--- src/rtl/fb_pkg.sv ---
// Shared framebuffer geometry, bus widths and writer state encoding.
package fb_pkg;

    localparam int unsigned FB_COLS   = 160;
    localparam int unsigned FB_ROWS   = 120;
    localparam int unsigned FB_WORDS  = FB_COLS * FB_ROWS / 2;
    localparam int unsigned FB_ADDR_W = 14;
    localparam int unsigned FB_DATA_W = 16;
    localparam int unsigned FB_PIX_W  = 8;

    typedef enum logic [1:0] {
        IDLE   = 2'd0,
        STREAM = 2'd1,
        FILL   = 2'd2
    } fb_state_t;

endpackage

--- src/rtl/fb_word_packer.sv ---
// Packs two consecutive 8-bit pixels into one 16-bit framebuffer word.
module fb_word_packer
    import fb_pkg::*;
(
    input  logic                 clk,
    input  logic                 rst_n,
    input  logic                 clear,
    input  logic                 accept,
    input  logic [FB_PIX_W-1:0]  pix_data,
    output logic                 word_valid,
    output logic [FB_DATA_W-1:0] word
);

    logic                phase_q;
    logic [FB_PIX_W-1:0] held_q;

    always_ff @(posedge clk or negedge rst_n) begin
        if (!rst_n) begin
            phase_q <= 1'b0;
            held_q  <= '0;
        end else if (clear) begin
            phase_q <= 1'b0;
            held_q  <= '0;
        end else if (accept) begin
            if (!phase_q) begin
                held_q <= pix_data;
            end
            phase_q <= ~phase_q;
        end
    end

    // Second pixel of a pair goes in the high byte, straight from the input.
    assign word_valid = accept & phase_q & ~clear;
    assign word       = {pix_data, held_q};

endmodule

--- src/rtl/fb_writer.sv ---
// Framebuffer writer: streams raster pixels or fills the frame with one colour,
// sharing the memory port with the display reader through mem_grant.
module fb_writer
    import fb_pkg::*;
#(
    parameter int unsigned FB_WORDS = fb_pkg::FB_WORDS
) (
    input  logic        clk,
    input  logic        rst_n,
    input  logic        start_frame,
    input  logic        fill_req,
    input  logic [7:0]  fill_color,
    input  logic        pix_valid,
    input  logic [7:0]  pix_data,
    output logic        pix_ready,
    input  logic        mem_grant,
    output logic        mem_we,
    output logic [13:0] mem_addr,
    output logic [15:0] mem_din,
    output logic        busy,
    output logic        frame_done
);

    localparam logic [FB_ADDR_W-1:0] LAST_ADDR = FB_ADDR_W'(FB_WORDS - 1);

    fb_state_t            state_q, state_d;
    logic [FB_ADDR_W-1:0] ptr_q, ptr_d;
    logic                 pending_q, pending_d;
    logic [FB_DATA_W-1:0] din_q, din_d;
    logic                 done_q, done_d;

    logic                 restart;
    logic                 accept;
    logic                 pack_clear;
    logic                 word_valid;
    logic [FB_DATA_W-1:0] word;

    assign restart    = (state_q == STREAM) && start_frame;
    assign pack_clear = ((state_q == IDLE) && (start_frame || fill_req)) || restart;

    // A restart cycle neither writes nor accepts: everything in flight is dropped.
    assign mem_we     = pending_q & mem_grant & ~restart;
    assign pix_ready  = (state_q == STREAM) & ~pending_q & ~start_frame;
    assign accept     = pix_valid & pix_ready;

    assign mem_addr   = ptr_q;
    assign mem_din    = din_q;
    assign busy       = (state_q != IDLE);
    assign frame_done = done_q;

    fb_word_packer u_packer (
        .clk        (clk),
        .rst_n      (rst_n),
        .clear      (pack_clear),
        .accept     (accept),
        .pix_data   (pix_data),
        .word_valid (word_valid),
        .word       (word)
    );

    always_ff @(posedge clk or negedge rst_n) begin
        if (!rst_n) begin
            state_q   <= IDLE;
            ptr_q     <= '0;
            pending_q <= 1'b0;
            din_q     <= '0;
            done_q    <= 1'b0;
        end else begin
            state_q   <= state_d;
            ptr_q     <= ptr_d;
            pending_q <= pending_d;
            din_q     <= din_d;
            done_q    <= done_d;
        end
    end

    always_comb begin
        state_d   = state_q;
        ptr_d     = ptr_q;
        pending_d = pending_q;
        din_d     = din_q;
        done_d    = 1'b0;
        unique case (state_q)
            IDLE: begin
                if (fill_req) begin
                    state_d   = FILL;
                    ptr_d     = '0;
                    pending_d = 1'b1;
                    din_d     = {fill_color, fill_color};
                end else if (start_frame) begin
                    state_d   = STREAM;
                    ptr_d     = '0;
                    pending_d = 1'b0;
                end
            end
            STREAM: begin
                if (start_frame) begin
                    ptr_d     = '0;
                    pending_d = 1'b0;
                end else if (mem_we) begin
                    pending_d = 1'b0;
                    if (ptr_q == LAST_ADDR) begin
                        state_d = IDLE;
                        ptr_d   = '0;
                        done_d  = 1'b1;
                    end else begin
                        ptr_d = ptr_q + 1'b1;
                    end
                end else if (word_valid) begin
                    pending_d = 1'b1;
                    din_d     = word;
                end
            end
            FILL: begin
                // Pending stays high so every granted cycle writes the next word.
                if (mem_we) begin
                    if (ptr_q == LAST_ADDR) begin
                        state_d   = IDLE;
                        ptr_d     = '0;
                        pending_d = 1'b0;
                        done_d    = 1'b1;
                    end else begin
                        ptr_d = ptr_q + 1'b1;
                    end
                end
            end
            default: begin
                state_d   = IDLE;
                ptr_d     = '0;
                pending_d = 1'b0;
            end
        endcase
    end

endmodule

--- config.mk ---
export PLATFORM = sky130hd
export DESIGN_NAME = fb_writer
export DESIGN_NICKNAME = d
export VERILOG_FILES = /design/src/rtl/fb_pkg.sv /design/src/rtl/fb_word_packer.sv /design/src/rtl/fb_writer.sv
export SDC_FILE = /design/constraint.sdc
export NUM_CORES = 1
export LEC_CHECK = 0
export ABC_AREA = 1
export CAP_MARGIN = 5
export CORE_MARGIN = 2
export CORE_UTILIZATION = 40
export CTS_CLUSTER_SIZE = 14
export DETAILED_ROUTE_END_ITERATION = 8
export GPL_TIMING_DRIVEN = 1
export HOLD_SLACK_MARGIN = 0.06
export PLACE_DENSITY = 0.67
export RECOVER_POWER = 100
export SYNTH_ARGS = -nofsm -noshare
export SYNTH_HDL_FRONTEND = slang
export SYNTH_SLANG_ARGS = --single-unit
--- constraint.sdc ---
create_clock -name clk -period 1.9 [get_ports clk]
set_input_delay 0.285 -clock clk [delete_from_list [all_inputs] [get_ports clk]]
set_output_delay 0.285 -clock clk [all_outputs]
set_load 0.02 [all_outputs]
After elaboration in Yosys (flattened, before gate mapping)
Cells that the tools add are included.

word-level totals
  register bits = 43
  bits in latches = 0
  RAM bits = 0
  bits in read-only memories = 0
  bits of input ports = 22
  output and inout bits = 34
  memories kept = 0

cells by class
  add/subtract/negate cells = 1
  multiply operators = 0
  divide/modulo/power cells = 0
  magnitude comparators = 0
  equal/unequal tests = 12
  shift operators = 0
  multiplexer cells = 34
  bitwise operators = 12
  reduce and logical (&&, ||, !) cells = 12

operators with widths
  operator               number
  $mux 14                5
  $mux 16                4
  $pmux 14 s3            1
  $pmux 16 s2            1
  $mux 8                 3
  $add 14x1->14 const B  1
  $eq 14x14->1 const B   1
  $mux 1                 12
  $mux 2                 5
  $ne 2x2->1 const B     5
  $and 1x1->1            7
  $pmux 2 s3             1
  $reduce_bool 2->1      3
  $not 1->1              5
  $reduce_and 5->1       1
  $ne 2x1->1 const B     2
  $ne 4x3->1 const B     1
  $reduce_and 2->1       2
  $reduce_and 4->1       1
  $ne 3x3->1 const B     1
  $pmux 1 s3             1
  $eq 2x1->1 const B     1
  $eq 2x2->1 const B     1
  $logic_and 1x1->1      2
  other kinds (3)        4

Longest topological paths before layout
Gate-level depths: netlist of run 1.

  depth after elaboration = 10
  mapped depth = 12

Cells and area by module
Synthesis of run 1 repeated with hierarchy kept, for this count alone.

second synthesis, totals
  cell total of the unflattened synthesis = 370
  area, all modules = 2596.2 um2

modules (own cells, without submodules)
  module          instances  cells each  area each (um2)  sequential area each (um2)
  fb_writer       1          320         2159.6           850.8
  fb_word_packer  1          50          436.7            225.2

Worst setup path before layout of run 1
Ideal clock, no wire load.

  path kind = flip-flop to flip-flop
  start point = register state_q[1]
  end point = register ptr_q[11], in the netlist mem_addr[11]
  setup time = 0.117 ns
  data arrival time = 1.750 ns
  setup slack = 0.033 ns
  cell stages (with the launch flop) = 11
  clock period less this slack = 1.867 ns
  path through = dfrtp_1 -> inv_1 -> ha_1 -> nand2_1 -> inv_1 -> nor2_1 -> nand3_1 -> nor2_1 -> nand3_1 -> nand2_1 -> nor2_1

between the ends
  longest elaborated chain between the ends = 7
  elaborated cells between the ends (all ways) = 10
  classes of those cells = 3 x eq/ne; 3 x mux; 2 x bitwise; 2 x reduce/logical

RTL lines
  element                 line             source
  from (decl)             fb_writer.sv:26  fb_state_t state_q, state_d;
  from (signal assigned)  fb_writer.sv:69  state_q <= state_d;
  $eq 2x1->1 (*)          fb_writer.sv:38  assign restart = (state_q == STREAM) && start_frame;
  $logic_and 1x1->1 (*)   fb_writer.sv:38
  $not 1->1 (*)           fb_writer.sv:42  assign mem_we = pending_q & mem_grant & ~restart;
  $and 1x1->1 (*)         fb_writer.sv:42
  named net mem_we        fb_writer.sv:17  output logic mem_we,
  $mux 14 (*)             -
  $mux 14                 -
  $pmux 14 s3 (*)         fb_writer.sv:83  unique case (state_q)
  to (signal assigned)    fb_writer.sv:70  ptr_q <= ptr_d;
  to (decl)               fb_writer.sv:27  logic [FB_ADDR_W-1:0] ptr_q, ptr_d;

Mark *: on every way through the listed nets, which the timed path passes. The rest lies on a longest branch.
A chain may end at the register's enable or synchronous reset.

Worst setup path after layout of run 1
  start point = register state_q[1]
  end point = register din_q[15], in the netlist mem_din[15]

between the ends
  longest elaborated chain between the ends = 8
  elaborated cells between the ends (all ways) = 20
  classes of those cells = 5 x eq/ne; 1 x mux; 8 x bitwise; 6 x reduce/logical

RTL lines
  element                            line                                               source
  $eq 2x1->1                         fb_writer.sv:38, fb_writer.sv:43, fb_writer.sv:83
  $and 1x1->1 (2 in a row)           fb_writer.sv:43                                    assign pix_ready = (state_q == STREAM) & ~pending_q & ~start_frame;
  $and 1x1->1                        fb_writer.sv:44                                    assign accept = pix_valid & pix_ready;
  $and 1x1->1 (2 in a row)           fb_word_packer.sv:33                               assign word_valid = accept & phase_q & ~clear;
  $ne 2x1->1 (no source line)        -
  $reduce_and 5->1 (no source line)  -
  to (signal assigned)               fb_writer.sv:72                                    din_q <= din_d;
  to (decl)                          fb_writer.sv:29                                    logic [FB_DATA_W-1:0] din_q, din_d;

Parallel ways exist; a longest one is shown, timed or not.

==> results of run 1 <==
-- routing by layer --
layer / up-vias / wire length [um] / share of wire (%) / track usage (%)
met1: 1009 / 2710 / 48 / 25.6
met3: 6 / 241 / 4.3 / 4.41
met4: 0 / 68 / 1.2 / 5.59
li1: 1156 / - / - / -
met5: - / 0 / 0 / 0
met2: 51 / 2640 / 47 / 31.5
-- worst reg2reg max path, stage by stage (launching register included) --
cell and delay [ns]:
dfrtp_1 0.37, inv_1 0.07, ha_2 0.19, nand2_1 0.09
buf_4 0.14, nand2_1 0.05, nand2_1 0.07, nand2_1 0.10
o22ai_4 0.27, buf_4 0.22, nand3_1 0.09, nand2_1 0.08
-- cells in the mapped netlist (all sizes together) --
cell    instances  area, um2
nor3            4       25.0
nand3b          1       7.51
o22ai           9       70.1
dfrtp          43       1080
ha              4       50.1
nand2          94        363
nor2           36        143
inv            47        176
clkbuf          3       11.3
o21bai          2       15.0
o21ai          18       90.1
nand3          31        160
xor2            1       8.76
a21oi           5       25.0
xnor2           2       17.5
nor3b           1       7.51
nand4           5       31.3
buf             2       18.8
-- flip-flops by register name, summed over array words and instances (netlist names) --
name              flops
mem_din              16
u_packer.held_q       8
state_q               2
u_packer.phase_q      1
frame_done            1
mem_addr             14
pending_q             1
-- power by group --
part           switching (uW)  internal [uW]
Combinational            1110            835
Sequential                123           1130
Clock                     295            258
-- what timing repair did --
| action | in CTS | in global routing |
|---|---|---|
| endpoints found under the hold margin | 13 | 0 |
| setup buffers | 0 | 1 |
| endpoints found under the setup margin | 3 | 30 |
| gates cloned | 0 | 1 |
| gates resized for setup | 3 | 10 |
| hold buffers | 1 | 0 |
| pin swaps | 0 | 2 |
-- metrics by stage --
stage	worst slack, ns	cell area, um2	std cells	utilization [%]
after CTS	0.0127	3210	468	57.9
after detailed placement	-0.0782	3120	459	56.3
after floorplan	0.0333	2300	308	-
after global routing	-0.0375	3220	470	58.2
final	0.0915	3220	470	58.2
after global placement	-0.0455	3120	459	56.3
-- cells by family after synthesis --
family                     after synthesis  synth area share (%)
adders and majority gates                4                  2.18
and+or+nand+nor                        172                  32.1
buffers and inverters                   52                  8.99
AOI/OAI and AO/OA                       34                  8.72
xor gates and xnor gates                 3                  1.14
DFF                                     43                  46.9
-- cell type report --
type,instances,area (um2)
fillers,548,2320
flip-flops and latches,43,1080
multi-input cells,214,1040
repair buffers,86,763
inverters,47,176
well taps,72,90.1
clock buffers,7,76.3
clock inverters,1,5.00
-- worst max path at each step --
stage | endpoint | slack [ns]
5_1_grt | mem_din[4] | -0.04
2_1_floorplan | mem_addr[11] | 0.03
4_1_cts | pix_ready | 0.01
3_5_place_dp | mem_we | -0.08
6_report | mem_din[15] | 0.09
3_3_place_gp | mem_we | -0.05
==> metrics.yaml, run 1 <==
startpoint: "state_q[1]"
initial_utilization_pct: 41.4
finalSetupViolations: 0
status: "completed"
reg2reg_depth: 11
ir_worst_vdd_uv: 576
cts_buffers: 5
yosysSeqAreaShare_pct: 46.9
vias_per_cell: 4.73
start_kind: "flip-flop"
ys_types: 27
grt_first_pass_wirelength_mm: 9.62
drt-total-wl_mm: 5.66
hold_start: "mem_din[10]"
r2r-end: "mem_din[15]"
skew_ns: 0.0101
grt-ovfl-total: 0
power_density_nw_per_um2: 1160
grt_max_degree: 26
fin_crit_ns: 1.81
leakagePower_uw: 0.00159
drc: 0
ys_warn_count: 0
cts_sinks: 43
num_vias: 2222
insertion_delay_ns: 0.29
crit_top_cell: "nand2_1"
synth-seq-cells: 43
path_clk_slew_ns: 0.07
dr.first_iter.drc_count: 83
numPortBuffers: 55
tns_ns: 0
hold_path_end: "mem_din[10]"
finalHoldViolCount: 0
rows: 27
fin_hold_ws_ns: 0.468
syn_inst: 308
end_kind: "flip-flop"
cts-htree-levels: 2
die_area_um2: 6360
area_growth_pct: 40.4
slew_headroom_pct: 46.8
grt_pass1_vias: 2131
root_buffer: "clkbuf_8"
wl_per_cell_um: 12.0
rsz0062_at_grt: "yes"
report.final.slew_viol_count: 0
cp_cell_sequence: "inv_1, ha_2, nand2_1, buf_4, nand2_1, nand2_1, nand2_1, o22ai_4, buf_4, nand3_1, nand2_1"
mostFrequentLayoutCells: "nand2_1 (90), inv_1 (44), dfrtp_1 (43)"
n_antenna_cell: 0
detail-route-antenna-nets: 0
netlist_area_um2: 2300
slowest_delay_ns: 0.37
path_depth: 11
fin_nets: 423
crit_fanout: 8
arrival_ns: 2.03
gp_congestion: 0.844
holdPathStages: 2
fin_crit_sh_pct: 95.2
io_pins: 56
hpwl_mm: 4.34
hold_class: "flip-flop to flip-flop"
dr.pass1.iters: 4
die_w_um: 79.8
rr_startpoint: "state_q[1]"
power.total_uw: 3750
reg2reg_slack_ns: 0.09
crit_required_ns: 2.12
cap_viol_max_count: 0
max_slew.worst_pin.slew_ns: 0.798
layout_commonest_cell: "nand2_1"
syn_area_per_cell_um2: 7.45
coreArea_um2: 5540
critPathKind: "flip-flop to flip-flop"
critPathSlowestCell: "dfrtp_1"
fmax_ghz: 0.553
antenna_found_initial: 0
dieHeight_um: 79.8
crit_family: "simple AND/OR/NAND/NOR gates"
clock_path_buffers: 2
syn_nets: 334
drive_gt1_share_pct: 13.6
cp_num_buf_inv: 3
cts_tree: "built"
grt_usage_pct: 19.3
(Power assumes the default switching activity.)
==> inputs of run 2 (changes only) <==
- GPL_ROUTABILITY_DRIVEN: unset -> 0
- SLEW_MARGIN: unset -> 10
==> results of run 2 <==
The final DEF is identical to that of run 1; final timing and power are the same.
==> inputs of run 3 (changes only) <==
- CTS_CLUSTER_SIZE: 14 -> unset
- HOLD_SLACK_MARGIN: 0.06 -> 0.12
- MAX_ROUTING_LAYER: unset -> met4
==> metrics.yaml, run 3 (synthesis results as in run 1) <==
numPortBuffers: 55  # unchanged
cts_tree: "built"
drt-total-wl_mm: 5.74  # +1.4%
grt-ovfl-total: 0  # unchanged
critPathKind: "flip-flop to output port"
insertion_delay_ns: 0.29  # about the same
start_kind: "flip-flop"
mostFrequentLayoutCells: "nand2_1 (89), inv_1 (45), dfrtp_1 (43)"
crit_required_ns: 1.62  # -0.50 ns
instances_no_fill: 471  # +0.21%
crit_family: "buffers and inverters"
detail-route-antenna-nets: 0  # unchanged
leakagePower_uw: 0.00164  # +3.5%
root_buffer: "clkbuf_8"
rows: 27  # unchanged
grt_first_pass_wirelength_mm: 9.64  # +0.22%
fin_hold_ws_ns: 0.468  # -0.000312 ns
multiInputGateArea_um2: 1050  # +1.1%
clock_path_buffers: 2  # unchanged
reg2reg_slack_ns: 0.15  # +0.06 ns
dr.pass1.iters: 4  # unchanged
rsz0062_at_grt: "no"
grt_usage_pct: 19.9  # +0.60 points
report.final.slew_viol_count: 0  # unchanged
fin_nets: 424  # +0.24%
startpoint: "mem_addr[6]"
ir_worst_vdd_uv: 566  # -1.8%
io_pins: 56  # unchanged
finalHoldViolCount: 0  # unchanged
status: "completed"
area_growth_pct: 41.1
critPathSlowestCell: "dlygate4sd3_1"
drc: 0  # unchanged
antenna_found_initial: 0  # unchanged
final_core_util_pct: 58.5  # +0.32 points
max_slew.worst_pin.slew_ns: 0.800  # +0.00165 ns
coreArea_um2: 5540  # unchanged
cp_num_buf_inv: 1  # -2
fin_crit_sh_pct: 93.4  # -1.8 points
cts-htree-levels: 2  # unchanged
skew_ns: 0.0101  # +0.0000642 ns
vias_per_cell: 4.75  # +0.46%
power_density_nw_per_um2: 1160  # -0.47%
initial_utilization_pct: 41.4  # unchanged
finalSetupViolations: 0  # unchanged
fin_crit_ns: 1.77  # -0.0345 ns
die_w_um: 79.8  # unchanged
path_depth: 1  # -10
cts_buffers: 5  # unchanged
cap_viol_max_count: 0  # unchanged
slowest_delay_ns: 0.72  # +0.35 ns
dieHeight_um: 79.8  # unchanged
regArea_um2: 1080  # unchanged
n_fill_cell: 546  # -0.36%
crit_fanout: 7  # -1
num_vias: 2237  # +0.68%
grt_max_degree: 26  # unchanged
hold_class: "flip-flop to flip-flop"
arrival_ns: 1.49  # -0.54 ns
hold_start: "mem_din[10]"
wl_per_cell_um: 12.2  # +1.2%
slew_headroom_pct: 46.7  # -0.11 points
tns_ns: 0  # unchanged
grt_pass1_vias: 2127  # -0.19%
end_kind: "output port"
hpwl_mm: 4.34  # unchanged
layout_commonest_cell: "nand2_1"
rr_startpoint: "state_q[1]"
dpl_cell_area_um2: 3120  # unchanged
fmax_ghz: 0.564  # +1.9%
n_antenna_cell: 0  # unchanged
stdcell_area_um2: 3240  # +0.54%
reg2reg_depth: 10  # -1
largest_reg_flops: 16  # unchanged
die_area_um2: 6360  # unchanged
path_clk_slew_ns: 0.08  # about the same
dr.first_iter.drc_count: 73  # -12%
cts_sinks: 43  # unchanged
drive_gt1_share_pct: 12.5  # -1.0 points
dp.cells: 459  # unchanged
cp_cell_sequence: "dlygate4sd3_1"
holdPathStages: 2  # unchanged
## run 3: final timing paths
path / end
max: mem_addr[6]
min: mem_din[10]
max reg2reg: mem_din[15]
min reg2reg: mem_din[10]
max in group asynchronous: mem_addr[9]
min in group asynchronous: mem_din[14]
## run 3: per-stage QoR
step,total power [uW],setup slack [ns]
finish,3750,0.126
global route,4070,0.0163
CTS,3780,0.0127
detailed placement,3240,-0.0782
global placement,3210,-0.0455
floorplan,2370,0.0333
## run 3: repair_timing
item,in CTS,in global routing
pin swaps,0,3
endpoints found under the setup margin,3,30
setup buffers,0,2
hold buffers,1,0
gates resized for setup,3,17
endpoints found under the hold margin,13,0
gates cloned,0,1
## run 3: report_power, final
group          internal [uW]  leakage [uW]  switching [uW]
combinational            817       0.00103            1130
clock                    258     0.0000422             297
sequential              1130      0.000571             121
## run 3: per-layer routing
| metal | wire length [um] | up-vias | GRT usage [%] |
|---|---|---|---|
| met1 | 2720 | 1010 | 25.9 |
| met2 | 2670 | 56 | 31.3 |
| met3 | 261 | 8 | 4.41 |
| li1 | - | 1163 | - |
| met5 | 0 | - | - |
| met4 | 80 | 0 | 5.59 |
## run 3: final cells by class
cell class                 count  area share [%]
multi-input combinational    214            32.3
clock buffer                   7            2.36
clock inverter                 1           0.154
tap                           72            2.78
sequential                    43            33.2
timing repair buffer          87            23.7
inverter                      47            5.44
## run 3: worst min-delay path, delay by kind of cell (launching register included)
family	cells	cell delay [ns]
AND/OR/NAND/NOR	2	0.09
flip-flops	1	0.34
